==> config.mk <==
export PLATFORM = sky130hd
export DESIGN_NAME = ex_iter_unit_flat
export DESIGN_NICKNAME = d
export VERILOG_FILES = /design/src/rtl/ex_iter_unit_pkg.sv /design/src/rtl/ex_iter_unit_if.sv /design/src/rtl/ex_iter_unit_div_iter.sv /design/src/rtl/ex_iter_unit.sv /design/src/flat_wrapper.sv
export SDC_FILE = /design/constraint.sdc
export NUM_CORES = 1
export LEC_CHECK = 0
export CAP_MARGIN = 0
export CORE_UTILIZATION = 40
export DETAILED_ROUTE_END_ITERATION = 10
export HOLD_SLACK_MARGIN = 0.1
export PLACE_DENSITY = 0.56
export SLEW_MARGIN = 10
export SYNTH_ARGS = -nofsm -noshare
export SYNTH_HDL_FRONTEND = slang
export SYNTH_SLANG_ARGS = --single-unit
==> constraint.sdc <==
create_clock -name clk -period 6 [get_ports clk]
set_input_delay 1.2 -clock clk [delete_from_list [all_inputs] [get_ports clk]]
set_output_delay 1.2 -clock clk [all_outputs]
set_load 0.05 [all_outputs]
==> src/rtl/ex_iter_unit_pkg.sv <==
// ---------------------------------------------------------------------------
// ex_iter_unit_pkg
// Shared constants for the execute-stage iterative unit:
//   - EXE_*_OP   : 8-bit operation codes coming from decode
//   - EXE_RES_*  : 3-bit result-class selectors
//   - div_state_e: state encoding of the iterative divider
//   - is_div_op(): true for the two multi-cycle divide opcodes
// ---------------------------------------------------------------------------
package ex_iter_unit_pkg;

    // Logic operations
    localparam logic [7:0] EXE_NOP_OP  = 8'b0000_0000;
    localparam logic [7:0] EXE_AND_OP  = 8'b0010_0100;
    localparam logic [7:0] EXE_OR_OP   = 8'b0010_0101;
    localparam logic [7:0] EXE_XOR_OP  = 8'b0010_0110;
    localparam logic [7:0] EXE_NOR_OP  = 8'b0010_0111;

    // Shift / rotate operations
    localparam logic [7:0] EXE_SLL_OP  = 8'b0111_1100;
    localparam logic [7:0] EXE_SRL_OP  = 8'b0000_0010;
    localparam logic [7:0] EXE_SRA_OP  = 8'b0000_0011;
    localparam logic [7:0] EXE_ROR_OP  = 8'b0000_0101;

    // Multi-cycle divide operations
    localparam logic [7:0] EXE_DIV_OP  = 8'b0001_1010;
    localparam logic [7:0] EXE_DIVU_OP = 8'b0001_1011;

    // Result classes
    localparam logic [2:0] EXE_RES_NOP   = 3'b000;
    localparam logic [2:0] EXE_RES_LOGIC = 3'b001;
    localparam logic [2:0] EXE_RES_SHIFT = 3'b010;

    typedef enum logic [1:0] {
        DIV_IDLE = 2'd0,
        DIV_BUSY = 2'd1,
        DIV_DONE = 2'd2
    } div_state_e;

    function automatic logic is_div_op(input logic [7:0] op);
        return (op == EXE_DIV_OP) || (op == EXE_DIVU_OP);
    endfunction

endpackage

==> src/rtl/ex_iter_unit_if.sv <==
// ---------------------------------------------------------------------------
// ex_iter_unit_if
// Bundles the decode-side inputs and writeback-side outputs of ex_iter_unit.
//   master : the pipeline driving decode fields and consuming results
//   slave  : the execute unit itself
// Inputs : aluop_i, alusel_i, reg1_i, reg2_i, wd_i, wreg_i, annul_i
// Outputs: wd_o, wreg_o, wdata_o, whilo_o, hi_o, lo_o, stallreq_o
// ---------------------------------------------------------------------------
interface ex_iter_unit_if #(
    parameter int WIDTH = 32
);
    logic [7:0]       aluop_i;
    logic [2:0]       alusel_i;
    logic [WIDTH-1:0] reg1_i;
    logic [WIDTH-1:0] reg2_i;
    logic [4:0]       wd_i;
    logic             wreg_i;
    logic             annul_i;

    logic [4:0]       wd_o;
    logic             wreg_o;
    logic [WIDTH-1:0] wdata_o;
    logic             whilo_o;
    logic [WIDTH-1:0] hi_o;
    logic [WIDTH-1:0] lo_o;
    logic             stallreq_o;

    modport master (
        output aluop_i, alusel_i, reg1_i, reg2_i, wd_i, wreg_i, annul_i,
        input  wd_o, wreg_o, wdata_o, whilo_o, hi_o, lo_o, stallreq_o
    );

    modport slave (
        input  aluop_i, alusel_i, reg1_i, reg2_i, wd_i, wreg_i, annul_i,
        output wd_o, wreg_o, wdata_o, whilo_o, hi_o, lo_o, stallreq_o
    );
endinterface

==> src/rtl/ex_iter_unit_div_iter.sv <==
// ---------------------------------------------------------------------------
// div_iter
// Restoring radix-2 divider producing one quotient bit per clock.
//   clk, rst      : clock, synchronous active-high reset
//   start_i       : divide op present this cycle
//   annul_i       : flush; abandons BUSY/DONE and blocks a start
//   signed_i      : 1 = signed divide, 0 = unsigned
//   dividend_i    : dividend operand
//   divisor_i     : divisor operand
//   state_o       : current FSM state (used by the parent for stalling)
//   done_o        : one-cycle result strobe
//   quotient_o    : quotient, valid with done_o (0 otherwise)
//   remainder_o   : remainder, valid with done_o (0 otherwise)
// ---------------------------------------------------------------------------
module div_iter
    import ex_iter_unit_pkg::*;
#(
    parameter int WIDTH = 32,
    parameter int SHW   = $clog2(WIDTH)
) (
    input  logic             clk,
    input  logic             rst,
    input  logic             start_i,
    input  logic             annul_i,
    input  logic             signed_i,
    input  logic [WIDTH-1:0] dividend_i,
    input  logic [WIDTH-1:0] divisor_i,
    output div_state_e       state_o,
    output logic             done_o,
    output logic [WIDTH-1:0] quotient_o,
    output logic [WIDTH-1:0] remainder_o
);

    localparam logic [SHW:0] LAST_CNT = (SHW+1)'(WIDTH - 1);

    div_state_e       state_q, state_d;
    logic [SHW:0]     cnt_q, cnt_d;
    logic [WIDTH-1:0] dq_q, dq_d;       // dividend shifting out, quotient shifting in
    logic [WIDTH-1:0] rem_q, rem_d;     // partial remainder
    logic [WIDTH-1:0] dvs_q, dvs_d;     // divisor magnitude
    logic             neg_quo_q, neg_quo_d;
    logic             neg_rem_q, neg_rem_d;
    logic [WIDTH-1:0] lo_q, lo_d;
    logic [WIDTH-1:0] hi_q, hi_d;

    logic [WIDTH-1:0] dividend_mag;
    logic [WIDTH-1:0] divisor_mag;
    logic [WIDTH:0]   trial;
    logic [WIDTH:0]   diff;
    logic             fits;
    logic [WIDTH-1:0] rem_step;
    logic [WIDTH-1:0] dq_step;

    assign dividend_mag = (signed_i && dividend_i[WIDTH-1]) ? -dividend_i : dividend_i;
    assign divisor_mag  = (signed_i && divisor_i[WIDTH-1])  ? -divisor_i  : divisor_i;

    // The partial remainder is always below the divisor, so one extra bit
    // is enough for the trial subtraction; its MSB is the borrow.
    assign trial    = {rem_q, dq_q[WIDTH-1]};
    assign diff     = trial - {1'b0, dvs_q};
    assign fits     = ~diff[WIDTH];
    assign rem_step = fits ? diff[WIDTH-1:0] : trial[WIDTH-1:0];
    assign dq_step  = {dq_q[WIDTH-2:0], fits};

    always_comb begin
        state_d   = state_q;
        cnt_d     = cnt_q;
        dq_d      = dq_q;
        rem_d     = rem_q;
        dvs_d     = dvs_q;
        neg_quo_d = neg_quo_q;
        neg_rem_d = neg_rem_q;
        lo_d      = lo_q;
        hi_d      = hi_q;

        unique case (state_q)
            DIV_IDLE: begin
                if (start_i && !annul_i) begin
                    if (divisor_i == '0) begin
                        lo_d    = '1;
                        hi_d    = dividend_i;
                        state_d = DIV_DONE;
                    end else begin
                        dq_d      = dividend_mag;
                        rem_d     = '0;
                        dvs_d     = divisor_mag;
                        neg_quo_d = signed_i & (dividend_i[WIDTH-1] ^ divisor_i[WIDTH-1]);
                        neg_rem_d = signed_i & dividend_i[WIDTH-1];
                        cnt_d     = '0;
                        state_d   = DIV_BUSY;
                    end
                end
            end
            DIV_BUSY: begin
                if (annul_i) begin
                    state_d = DIV_IDLE;
                end else begin
                    dq_d  = dq_step;
                    rem_d = rem_step;
                    cnt_d = cnt_q + 1'b1;
                    if (cnt_q == LAST_CNT) begin
                        // Sign correction applied once, on the final step.
                        // MIN / -1 falls out naturally: |MIN| negated is MIN.
                        lo_d    = neg_quo_q ? -dq_step  : dq_step;
                        hi_d    = neg_rem_q ? -rem_step : rem_step;
                        state_d = DIV_DONE;
                    end
                end
            end
            DIV_DONE: begin
                state_d = DIV_IDLE;
            end
            default: begin
                state_d = DIV_IDLE;
            end
        endcase
    end

    always_ff @(posedge clk) begin
        if (rst) begin
            state_q   <= DIV_IDLE;
            cnt_q     <= '0;
            dq_q      <= '0;
            rem_q     <= '0;
            dvs_q     <= '0;
            neg_quo_q <= 1'b0;
            neg_rem_q <= 1'b0;
            lo_q      <= '0;
            hi_q      <= '0;
        end else begin
            state_q   <= state_d;
            cnt_q     <= cnt_d;
            dq_q      <= dq_d;
            rem_q     <= rem_d;
            dvs_q     <= dvs_d;
            neg_quo_q <= neg_quo_d;
            neg_rem_q <= neg_rem_d;
            lo_q      <= lo_d;
            hi_q      <= hi_d;
        end
    end

    assign state_o     = state_q;
    assign done_o      = (state_q == DIV_DONE) && !annul_i;
    assign quotient_o  = done_o ? lo_q : '0;
    assign remainder_o = done_o ? hi_q : '0;

endmodule

==> src/rtl/ex_iter_unit.sv <==
// ---------------------------------------------------------------------------
// ex_iter_unit
// Execute stage: single-cycle logic/shift/rotate paths plus an iterative
// DIV/DIVU divider with pipeline stall request.
//   clk  : rising-edge clock
//   rst  : synchronous active-high reset; all outputs forced to 0 while high
//   bus  : ex_iter_unit_if.slave carrying decode inputs (aluop_i, alusel_i,
//          reg1_i, reg2_i, wd_i, wreg_i, annul_i) and results (wd_o, wreg_o,
//          wdata_o, whilo_o, hi_o, lo_o, stallreq_o)
// ---------------------------------------------------------------------------
module ex_iter_unit
    import ex_iter_unit_pkg::*;
#(
    parameter int WIDTH = 32,
    parameter int SHW   = $clog2(WIDTH)
) (
    input  logic            clk,
    input  logic            rst,
    ex_iter_unit_if.slave   bus
);

    logic [WIDTH-1:0]   logic_res;
    logic [WIDTH-1:0]   shift_res;
    logic [WIDTH-1:0]   alu_res;
    logic [SHW-1:0]     shamt;
    logic [2*WIDTH-1:0] rot_full;
    logic               div_op;
    div_state_e         div_state;
    logic               div_done;
    logic [WIDTH-1:0]   div_quo;
    logic [WIDTH-1:0]   div_rem;
    logic               stall_raw;

    assign shamt  = bus.reg1_i[SHW-1:0];
    assign div_op = is_div_op(bus.aluop_i);

    // Rotating a doubled copy avoids a separate left shift by WIDTH-shamt.
    assign rot_full = {bus.reg2_i, bus.reg2_i} >> shamt;

    always_comb begin
        logic_res = '0;
        unique case (bus.aluop_i)
            EXE_OR_OP:  logic_res = bus.reg1_i | bus.reg2_i;
            EXE_AND_OP: logic_res = bus.reg1_i & bus.reg2_i;
            EXE_NOR_OP: logic_res = ~(bus.reg1_i | bus.reg2_i);
            EXE_XOR_OP: logic_res = bus.reg1_i ^ bus.reg2_i;
            default:    logic_res = '0;
        endcase
    end

    always_comb begin
        shift_res = '0;
        unique case (bus.aluop_i)
            EXE_SLL_OP: shift_res = bus.reg2_i << shamt;
            EXE_SRL_OP: shift_res = bus.reg2_i >> shamt;
            EXE_SRA_OP: shift_res = $signed(bus.reg2_i) >>> shamt;
            EXE_ROR_OP: shift_res = rot_full[WIDTH-1:0];
            default:    shift_res = '0;
        endcase
    end

    always_comb begin
        alu_res = '0;
        unique case (bus.alusel_i)
            EXE_RES_LOGIC: alu_res = logic_res;
            EXE_RES_SHIFT: alu_res = shift_res;
            default:       alu_res = '0;
        endcase
    end

    div_iter #(
        .WIDTH (WIDTH),
        .SHW   (SHW)
    ) u_div_iter (
        .clk         (clk),
        .rst         (rst),
        .start_i     (div_op),
        .annul_i     (bus.annul_i),
        .signed_i    (bus.aluop_i == EXE_DIV_OP),
        .dividend_i  (bus.reg1_i),
        .divisor_i   (bus.reg2_i),
        .state_o     (div_state),
        .done_o      (div_done),
        .quotient_o  (div_quo),
        .remainder_o (div_rem)
    );

    // Hold upstream on the arrival cycle (even for divide-by-zero) and
    // throughout BUSY; a flush releases the stall immediately.
    assign stall_raw = !bus.annul_i &&
                       (((div_state == DIV_IDLE) && div_op) || (div_state == DIV_BUSY));

    assign bus.wd_o       = rst ? 5'd0 : bus.wd_i;
    assign bus.wreg_o     = !rst && bus.wreg_i && !div_op;
    assign bus.wdata_o    = rst ? '0 : alu_res;
    assign bus.whilo_o    = !rst && div_done;
    assign bus.lo_o       = rst ? '0 : div_quo;
    assign bus.hi_o       = rst ? '0 : div_rem;
    assign bus.stallreq_o = !rst && stall_raw;

endmodule

==> src/flat_wrapper.sv <==
// flat-port wrapper written by rule: the top's interface ports become plain ports
module ex_iter_unit_flat import ex_iter_unit_pkg::*;
#(
    parameter int WIDTH = 32,
    parameter int SHW   = $clog2(WIDTH)
)
  (clk, rst, bus_aluop_i, bus_alusel_i, bus_reg1_i, bus_reg2_i, bus_wd_i, bus_wreg_i, bus_annul_i, bus_wd_o, bus_wreg_o, bus_wdata_o, bus_whilo_o, bus_hi_o, bus_lo_o, bus_stallreq_o);
  ex_iter_unit_if #(.WIDTH(WIDTH)) bus_i ();
  input  logic clk;
  input  logic rst;
  input wire logic [$bits(bus_i.aluop_i)-1:0] bus_aluop_i;
  input wire logic [$bits(bus_i.alusel_i)-1:0] bus_alusel_i;
  input wire logic [$bits(bus_i.reg1_i)-1:0] bus_reg1_i;
  input wire logic [$bits(bus_i.reg2_i)-1:0] bus_reg2_i;
  input wire logic [$bits(bus_i.wd_i)-1:0] bus_wd_i;
  input wire logic [$bits(bus_i.wreg_i)-1:0] bus_wreg_i;
  input wire logic [$bits(bus_i.annul_i)-1:0] bus_annul_i;
  output wire logic [$bits(bus_i.wd_o)-1:0] bus_wd_o;
  output wire logic [$bits(bus_i.wreg_o)-1:0] bus_wreg_o;
  output wire logic [$bits(bus_i.wdata_o)-1:0] bus_wdata_o;
  output wire logic [$bits(bus_i.whilo_o)-1:0] bus_whilo_o;
  output wire logic [$bits(bus_i.hi_o)-1:0] bus_hi_o;
  output wire logic [$bits(bus_i.lo_o)-1:0] bus_lo_o;
  output wire logic [$bits(bus_i.stallreq_o)-1:0] bus_stallreq_o;
  assign bus_i.aluop_i = bus_aluop_i;
  assign bus_i.alusel_i = bus_alusel_i;
  assign bus_i.reg1_i = bus_reg1_i;
  assign bus_i.reg2_i = bus_reg2_i;
  assign bus_i.wd_i = bus_wd_i;
  assign bus_i.wreg_i = bus_wreg_i;
  assign bus_i.annul_i = bus_annul_i;
  assign bus_wd_o = bus_i.wd_o;
  assign bus_wreg_o = bus_i.wreg_o;
  assign bus_wdata_o = bus_i.wdata_o;
  assign bus_whilo_o = bus_i.whilo_o;
  assign bus_hi_o = bus_i.hi_o;
  assign bus_lo_o = bus_i.lo_o;
  assign bus_stallreq_o = bus_i.stallreq_o;
  ex_iter_unit #(.WIDTH(WIDTH), .SHW(SHW)) u_core (.clk(clk), .rst(rst), .bus(bus_i));
endmodule
==> metrics.log, run 1 <==
[metrics] via count of the first global-routing pass: 19000
[metrics] Final Cell Area: 21900 sq um
[metrics] Initial Util: 41.0%
[metrics] maximum number of pins on one net before global-route repair: 85
[metrics] 1st-pass router iterations: 6
[metrics] number of buffers created by CTS: 17
[metrics] clk root buf: clkbuf_16
[metrics] combinational share of power: 31.5%
[metrics] IO buf count: 187
[metrics] Post-Syn Area per Cell: 6.94 sq um
[metrics] share of post-route cells with drive strength above 1: 9.43%
[metrics] Setup Skew: 0.0160 ns
[metrics] antenna violations before repair: 5
[metrics] Final ANT Viol Nets: 0
[metrics] Fin Setup TNS: 0 ns
[metrics] Total Die Area: 46600 sq um
[metrics] post-route minimum period: 5.66 ns
[metrics] Routed wire per std cell: 25.0 um
[metrics] largest fanout of any net on the critical path: 10
[metrics] Power Dens Cells: 152 nW/um^2
[metrics] Gate Count Post-Synth: 2633
[metrics] nets@finish: 2931
[metrics] biggest area contributors in the synthesized netlist: dfxtp_1, o21ai_0, ha_1
[metrics] Synth cell types: 88
[metrics] total internal power: 2.10 mW
[metrics] Net Count, Synth: 2820
[metrics] sw power: 1.22 mW
[metrics] half-perimeter wire length of the detailed placement result: 67.3 mm
[metrics] proportion of register bits with asynchronous set or reset after synthesis: 0%
[metrics] endpoint with the worst hold slack: u_core.u_div_iter.dvs_q[0]
[metrics] count of standard-cell rows: 77
[metrics] result of the run: complete, no violations
[metrics] global-route wire length before repair: 124 mm
[metrics] Setup crit start kind: input pin
[metrics] number of DRC markers in iteration 0: 2267
[metrics] Residual DRC: 0
[metrics] sequence of cells on the critical path: clkdlybuf4s50_1 > or3_1 > nor3b_1 > nand3_1 > buf_4 > a21oi_1 > o21ai_0 > o21ai_0 > buf_4 > o22a_1 > o21ai_0 > a21oi_1 > buf_12
[metrics] static leakage power: 8.78 nW
[metrics] tightest slew margin relative to the limit: 24.4%
[metrics] Area growth, synth to finish: 19.7%
[metrics] fin crit share: 94.3%
[metrics] total number of vias: 20700
[metrics] Reg2Reg Depth: 18
[metrics] R2R Path Start: u_core.u_div_iter.dq_q[31]
[metrics] Overflow after GRT: 0
[metrics] RSZ-0062 raised after global routing: false
[metrics] delay contributed by the slowest stage of the critical path: 0.51 ns
[metrics] max capacitance violation total: 0
[metrics] post-place instance area: 21300 sq um
[metrics] number of warnings reported in the yosys synthesis log: 0
[metrics] CTS clk-pin slew, worst paths: 0.06 ns
[metrics] kind of critical path: input pin to output pin
[metrics] reg-to-reg setup timing slack: 0.82 ns
[metrics] netlist area before placement: 18300 sq um
[metrics] Worst Hold Path Cells: 2
[metrics] count of boundary I/O pins: 188
[metrics] largest area contributor in the netlist: dfxtp_1
[metrics] startpoint of the most critical hold path: u_core.u_div_iter.dvs_q[0]
[metrics] path class of the lowest-slack min-delay path: flop to flop
[metrics] total wirelength of the detailed-routed design: 83.7 mm
[metrics] maximum number of buffers from clock root to sink: 2
[metrics] Buf/Inv on CP: 4
[metrics] CP max stage cell: clkdlybuf4s50_1
[metrics] share of total power in sequential cells: 34.0%
[metrics] hold violation total from the final report: 0
[metrics] number of levels in the clock H-tree: 4
[metrics] Post-synth EDFFs: 0
[metrics] Main synth FF type: dfxtp_1
[metrics] kind of end point of the critical path: output pin
[metrics] reg2reg end: u_core.u_div_iter.hi_q[30]
[metrics] peak supply drop: 163 uV
[metrics] via count normalized by instance count: 6.17
[metrics] maximum clock frequency: 0.177 GHz
[metrics] core area: 44600 sq um
[metrics] TritonCTS clock tree: yes
[metrics] x dimension of the die: 216 um
[metrics] required time at the endpoint of the critical path: 4.80 ns
[metrics] flops & latches, synth: 170
[metrics] Synth top area share: 18.6%
[metrics] final weighted congestion of routability-driven global placement: 0.984
[metrics] power share of the clock group: 34.5%
[metrics] arrival time of the worst setup path: 4.46 ns
[metrics] post-synthesis sequential area ratio: 18.6%
[metrics] global-route usage over all layers: 35.4%
[metrics] number of sinks handled by clock tree synthesis: 170
[metrics] Top Family by Delay on Critical Path: compound AO/OA/AOI/OAI gates
[metrics] transition time of the tightest slew-check pin: 1.12 ns
[metrics] Final Max Slew Viols: 0
[metrics] floorplan die height: 216 um
[metrics] insertion delay to the later sink of the worst-skew pair: 0.49 ns
[metrics] most used cell along the critical path: o21ai_0
[metrics] net switching fraction of the power: 36.8%
[metrics] Finish-stage setup viols: 0
==> power groups by stage <==
| stage | Sequential, mW | Clock [mW] | Combinational [mW] |
|---|---|---|---|
| finish | 1.13 | 1.15 | 1.05 |
| global route | 1.13 | 1.21 | 1.11 |
| floorplan | 1.16 | 0 | 0.602 |
| CTS | 1.13 | 1.16 | 1.02 |
| detailed placement | 1.16 | 0 | 1.01 |
| global placement | 1.16 | 0 | 1.01 |
==> per-layer routing <==
layer | wire (um) | vias to the layer above | track usage [%] | share of wire (%)
li1 | - | 9668 | - | -
met1 | 36700 | 9863 | 48.9 | 44
met2 | 36200 | 999 | 53.8 | 43
met3 | 7290 | 139 | 6.43 | 8.7
met4 | 3420 | 4 | 14.4 | 4.1
met5 | 22 | - | 0 | 0.026
==> worst register-to-register path, cell delays in order (launching register included) <==
cell	delay, ns
dfxtp_1	0.34
inv_1	0.08
ha_1	0.23
fa_1	0.41
nand2b_1	0.19
a21oi_1	0.38
o211ai_1	0.39
a21oi_1	0.48
o21a_2	0.25
nor2_8	0.09
inv_4	0.12
nor2_1	0.05
a21oi_1	0.26
ha_1	0.26
o21ai_1	0.23
nor4_2	0.60
or3b_1	0.42
mux2i_1	0.13
a211oi_1	0.20
==> state kept, by name, summed over array words and instances (netlist names) <==
name and count:
u_core.u_div_iter.dq_q 32, u_core.u_div_iter.dvs_q 32, u_core.u_div_iter.hi_q 32, u_core.u_div_iter.lo_q 32, u_core.u_div_iter.rem_q 32, u_core.u_div_iter.cnt_q 6, u_core.u_div_iter.state_o 2, u_core.u_div_iter.neg_quo_q 1
u_core.u_div_iter.neg_rem_q 1
==> cells in the final DEF, fill, tap and decap left out, types with 42 or more instances in the layout <==
master,n
buf_4,114
dfxtp_1,170
nor3_1,42
ha_1,102
xnor2_1,98
o21ai_0,266
inv_1,131
mux2i_1,105
and2_1,78
a211oi_1,81
nand2_1,234
clkdlybuf4s50_1,148
a21oi_1,219
nor2_1,318
==> layout make-up <==
type	count	area (sq um)
diodes	1	2.50
clock buffers	21	470
clock inverters	11	129
fillers	4607	22700
inverters	136	513
multi-input cells	2122	13600
flip-flops and latches	170	3400
well taps	592	741
repair buffers	297	2970
==> synthesized netlist by cell type, types with 9 or more instances <==
| cell type | instances |
|---|---|
| a211o_1 | 17 |
| a211oi_1 | 82 |
| a21o_1 | 24 |
| a21oi_1 | 219 |
| a221oi_1 | 12 |
| a22oi_1 | 32 |
| a31oi_1 | 25 |
| a32oi_1 | 12 |
| and2_1 | 78 |
| and3_1 | 13 |
| buf_1 | 36 |
| clkbuf_1 | 160 |
| dfxtp_1 | 170 |
| ha_1 | 102 |
| inv_1 | 132 |
| mux2_2 | 20 |
| mux2i_1 | 105 |
| mux4_2 | 12 |
| nand2_1 | 235 |
| nand2b_1 | 27 |
| nand3_1 | 38 |
| nand4_1 | 20 |
| nor2_1 | 320 |
| nor2b_1 | 16 |
| nor3_1 | 43 |
| nor4_1 | 19 |
| o211ai_1 | 24 |
| o21a_1 | 10 |
| o21ai_0 | 266 |
| o221a_2 | 9 |
| o22ai_1 | 21 |
| o31ai_1 | 34 |
| o41ai_1 | 13 |
| or3_1 | 24 |
| or4_1 | 10 |
| xnor2_1 | 98 |
| xor2_1 | 35 |
==> cells by family after synthesis <==
group	share of synthesized area, %
multiplexers	8.46
buffers and inverters	7.13
AND/OR/NAND/NOR	22.4
AO/OA/AOI/OAI	29.9
XOR/XNOR	6.37
flip-flops	18.6
adder cells (fa/ha/maj)	7.09
==> worst max path at each step <==
| stage | startpoint | to | cells after the start |
|---|---|---|---|
| 5_1_grt | bus_aluop_i[6] | bus_wdata_o[23] | 13 |
| 3_5_place_dp | bus_aluop_i[6] | bus_wdata_o[23] | 13 |
| 6_report | bus_aluop_i[6] | bus_wdata_o[25] | 13 |
| 3_3_place_gp | bus_aluop_i[6] | bus_wdata_o[25] | 13 |
| 4_1_cts | bus_aluop_i[6] | bus_wdata_o[23] | 13 |
| 2_1_floorplan | bus_reg1_i[0] | bus_wdata_o[24] | 16 |
==> per-stage QoR <==
stage / std cells / hold slack [ns] / power [mW] / setup slack (ns) / util (%)
4_1_cts: 3349 / 0.469 / 3.30 / 0.367 / 49.0
3_5_place_dp: 3317 / 0.458 / 2.17 / 0.364 / 47.7
3_3_place_gp: 3317 / 0.455 / 2.17 / 0.378 / 47.7
6_report: 3350 / 0.467 / 3.32 / 0.340 / 49.0
2_1_floorplan: 2633 / 0.432 / 1.76 / 0.390 / -
5_1_grt: 3350 / 0.478 / 3.44 / 0.0166 / 49.0
==> timing repair <==
item                       in CTS  in global routing
hold buffers                    0                  0
setup buffers                   0                  0
setup endpoints to repair       0                  1
resized for setup               0                  1
(Power assumes the default switching activity.)
==> inputs of run 2 (changes only) <==
--- a/config.mk
+++ b/config.mk
@@ -6,6 +6,7 @@
 export NUM_CORES = 1
 export LEC_CHECK = 0
 export CAP_MARGIN = 0
+export CORE_MARGIN = 2
 export CORE_UTILIZATION = 40
 export DETAILED_ROUTE_END_ITERATION = 10
 export HOLD_SLACK_MARGIN = 0.1
==> run 2 against run 1 <==
  * Non-clock buffer count increased by 21
  * Wire length is 4.9% higher
  * Via count up 0.59%
  * Global-route usage grew 0.91 points
  * Combinational power is essentially flat
  * Clock power grew 4%
  * Worst hold slack got worse by 0.0081 ns
  * Cell area rose by 0.99%
  * Sequential share of layout area is 0.15 points lower
  * Total power grew 2.5%
==> metrics.log, run 2 (synthesis results as in run 1) <==
[metrics] result of the run: complete, no violations
[metrics] antenna violations before repair: 1
[metrics] reg-to-reg setup timing slack: 1.10 ns
[metrics] max capacitance violation total: 0
[metrics] number of placed cells counting well taps: 3346
[metrics] total wirelength of the detailed-routed design: 87.8 mm
[metrics] Overflow after GRT: 0
[metrics] Routed wire per std cell: 26.0 um
[metrics] IO buf count: 187
[metrics] tightest slew margin relative to the limit: 15.4%
[metrics] post-route minimum period: 5.79 ns
[metrics] sequence of cells on the critical path: clkdlybuf4s50_1 > or3_1 > or4_1 > o31ai_1 > nor2_1 > a21oi_1 > o221ai_1 > a21oi_1 > buf_12
[metrics] startpoint of the most critical hold path: u_core.u_div_iter.dvs_q[29]
[metrics] Final Max Slew Viols: 0
[metrics] Total Die Area: 47400 sq um
[metrics] share of total power in sequential cells: 33.2%
[metrics] CTS clk-pin slew, worst paths: 0.07 ns
[metrics] CP max stage cell: or4_1
[metrics] kind of critical path: input pin to output pin
[metrics] path class of the lowest-slack min-delay path: flop to flop
[metrics] highest-utilization routing layer at the global route stage: met2
[metrics] share of post-route cells with drive strength above 1: 10.1%
[metrics] number of buffers created by CTS: 17
[metrics] maximum clock frequency: 0.173 GHz
[metrics] core area: 45300 sq um
[metrics] TritonCTS clock tree: yes
[metrics] most common cell after layout, fill and taps aside: nor2_1
[metrics] largest fanout of any net on the critical path: 15
[metrics] final weighted congestion of routability-driven global placement: 0.996
[metrics] power share of the clock group: 35.1%
[metrics] R2R Path Start: u_core.u_div_iter.dq_q[31]
[metrics] transition time of the tightest slew-check pin: 1.26 ns
[metrics] sw power: 1.28 mW
[metrics] 1st-pass router iterations: 5
[metrics] GR Util met3: 6.53%
[metrics] via count normalized by instance count: 6.16
[metrics] hold violation total from the final report: 0
[metrics] Initial Util: 40.4%
[metrics] RSZ-0062 raised after global routing: false
[metrics] total power: 3.41 mW
[metrics] net switching fraction of the power: 37.5%
[metrics] Top Family by Delay on Critical Path: simple AND/OR/NAND/NOR gates
[metrics] met1 GRT Util: 48.0%
[metrics] cts hold-fix bufs: 0
[metrics] Reg2Reg Depth: 19
[metrics] delay contributed by the slowest stage of the critical path: 0.66 ns
[metrics] count of standard-cell rows: 78
[metrics] Buf/Inv on CP: 2
[metrics] maximum number of buffers from clock root to sink: 2
[metrics] x dimension of the die: 218 um
[metrics] Area growth, synth to finish: 20.8%
[metrics] fin crit share: 96.5%
[metrics] arrival time of the worst setup path: 4.59 ns
[metrics] kind of end point of the critical path: output pin
[metrics] number of sinks handled by clock tree synthesis: 170
[metrics] nets@finish: 2952
[metrics] endpoint with the worst hold slack: u_core.u_div_iter.dvs_q[29]
[metrics] number of resized instances in the post-cts repair step: 0
[metrics] number of DRC markers in iteration 0: 2187
[metrics] insertion delay to the later sink of the worst-skew pair: 0.48 ns
[metrics] global routing usage on met2: 56.9%
[metrics] Worst Hold Path Cells: 2
[metrics] required time at the endpoint of the critical path: 4.80 ns
[metrics] Fin Setup TNS: 0 ns
[metrics] maximum number of pins on one net before global-route repair: 98
[metrics] Inserted Diodes: 0
[metrics] via count of the first global-routing pass: 19100
[metrics] total internal power: 2.13 mW
[metrics] combinational share of power: 31.7%
[metrics] count of boundary I/O pins: 188
[metrics] total number of vias: 20800
[metrics] global-route usage over all layers: 36.3%
[metrics] reg2reg end: u_core.u_div_iter.hi_q[30]
[metrics] most used cell along the critical path: a21oi_1
[metrics] Setup Skew: 0.0168 ns
[metrics] number of cells in the finished layout apart from fillers: 3378
[metrics] clk root buf: clkbuf_16
[metrics] leading cell types in the layout, fill and taps excluded: nor2_1, o21ai_0, nand2_1, a21oi_1, dfxtp_1
[metrics] floorplan die height: 218 um
[metrics] peak supply drop: 158 uV
[metrics] setup bufs post-CTS: 0
[metrics] global-route wire length before repair: 128 mm
[metrics] number of levels in the clock H-tree: 4
[metrics] half-perimeter wire length of the detailed placement result: 70.5 mm
[metrics] Setup crit start kind: input pin
[metrics] Power Dens Cells: 154 nW/um^2
[metrics] Finish-stage setup viols: 0
[metrics] Residual DRC: 0
[metrics] Final ANT Viol Nets: 0
[metrics] static leakage power: 8.91 nW
==> run 2: stage by stage <==
stage | util (%) | cell area [sq um] | hold WS (ns) | setup WS [ns]
detailed placement | 47.4 | 21500 | 0.452 | 0.311
finish | 48.8 | 22100 | 0.459 | 0.211
global placement | 47.4 | 21500 | 0.448 | 0.332
floorplan | - | 18300 | 0.432 | 0.390
global route | 48.8 | 22100 | 0.490 | 0.0258
CTS | 48.8 | 22100 | 0.462 | 0.310
==> run 2: tightest hold or removal path: stages, from the launching register on <==
cell and delay (ns):
dfxtp_1 0.31, nand2_1 0.06, a21oi_1 0.05
==> run 2: power groups by stage <==
stage	clock [mW]	sequential [mW]	combinational, mW
detailed placement	0	1.16	1.05
CTS	1.21	1.13	1.05
global placement	0	1.16	1.05
floorplan	0	1.16	0.602
finish	1.20	1.13	1.08
global route	1.25	1.13	1.14
==> run 2: area by class of cell <==
type                    count  area (sq um)
fillers                  4627         23200
multi-input cells        2122         13600
flip-flops and latches    170          3400
repair buffers            318          3160
well taps                 600           751
inverters                 136           513
clock buffers              17           425
clock inverters            15           195
==> run 2: how the worst max path moves through the flow <==
stage / slack [ns] / startpoint / cells after the start / end
6_report: 0.21 / bus_aluop_i[5] / 9 / bus_wdata_o[2]
5_1_grt: 0.03 / bus_aluop_i[6] / 9 / bus_wdata_o[2]
4_1_cts: 0.31 / bus_aluop_i[6] / 9 / bus_wdata_o[2]
3_5_place_dp: 0.31 / bus_aluop_i[6] / 9 / bus_wdata_o[2]
3_3_place_gp: 0.33 / bus_reg2_i[12] / 13 / bus_wdata_o[15]
2_1_floorplan: 0.39 / bus_reg1_i[0] / 16 / bus_wdata_o[24]
==> run 2: metal layers <==
| metal | routed length (um) | vias to the layer above | share of wire [%] |
|---|---|---|---|
| met5 | 12 | - | 0.014 |
| met4 | 4470 | 2 | 5.1 |
| met3 | 6790 | 163 | 7.7 |
| met2 | 38700 | 971 | 44 |
| met1 | 37800 | 9948 | 43 |
| li1 | - | 9710 | - |
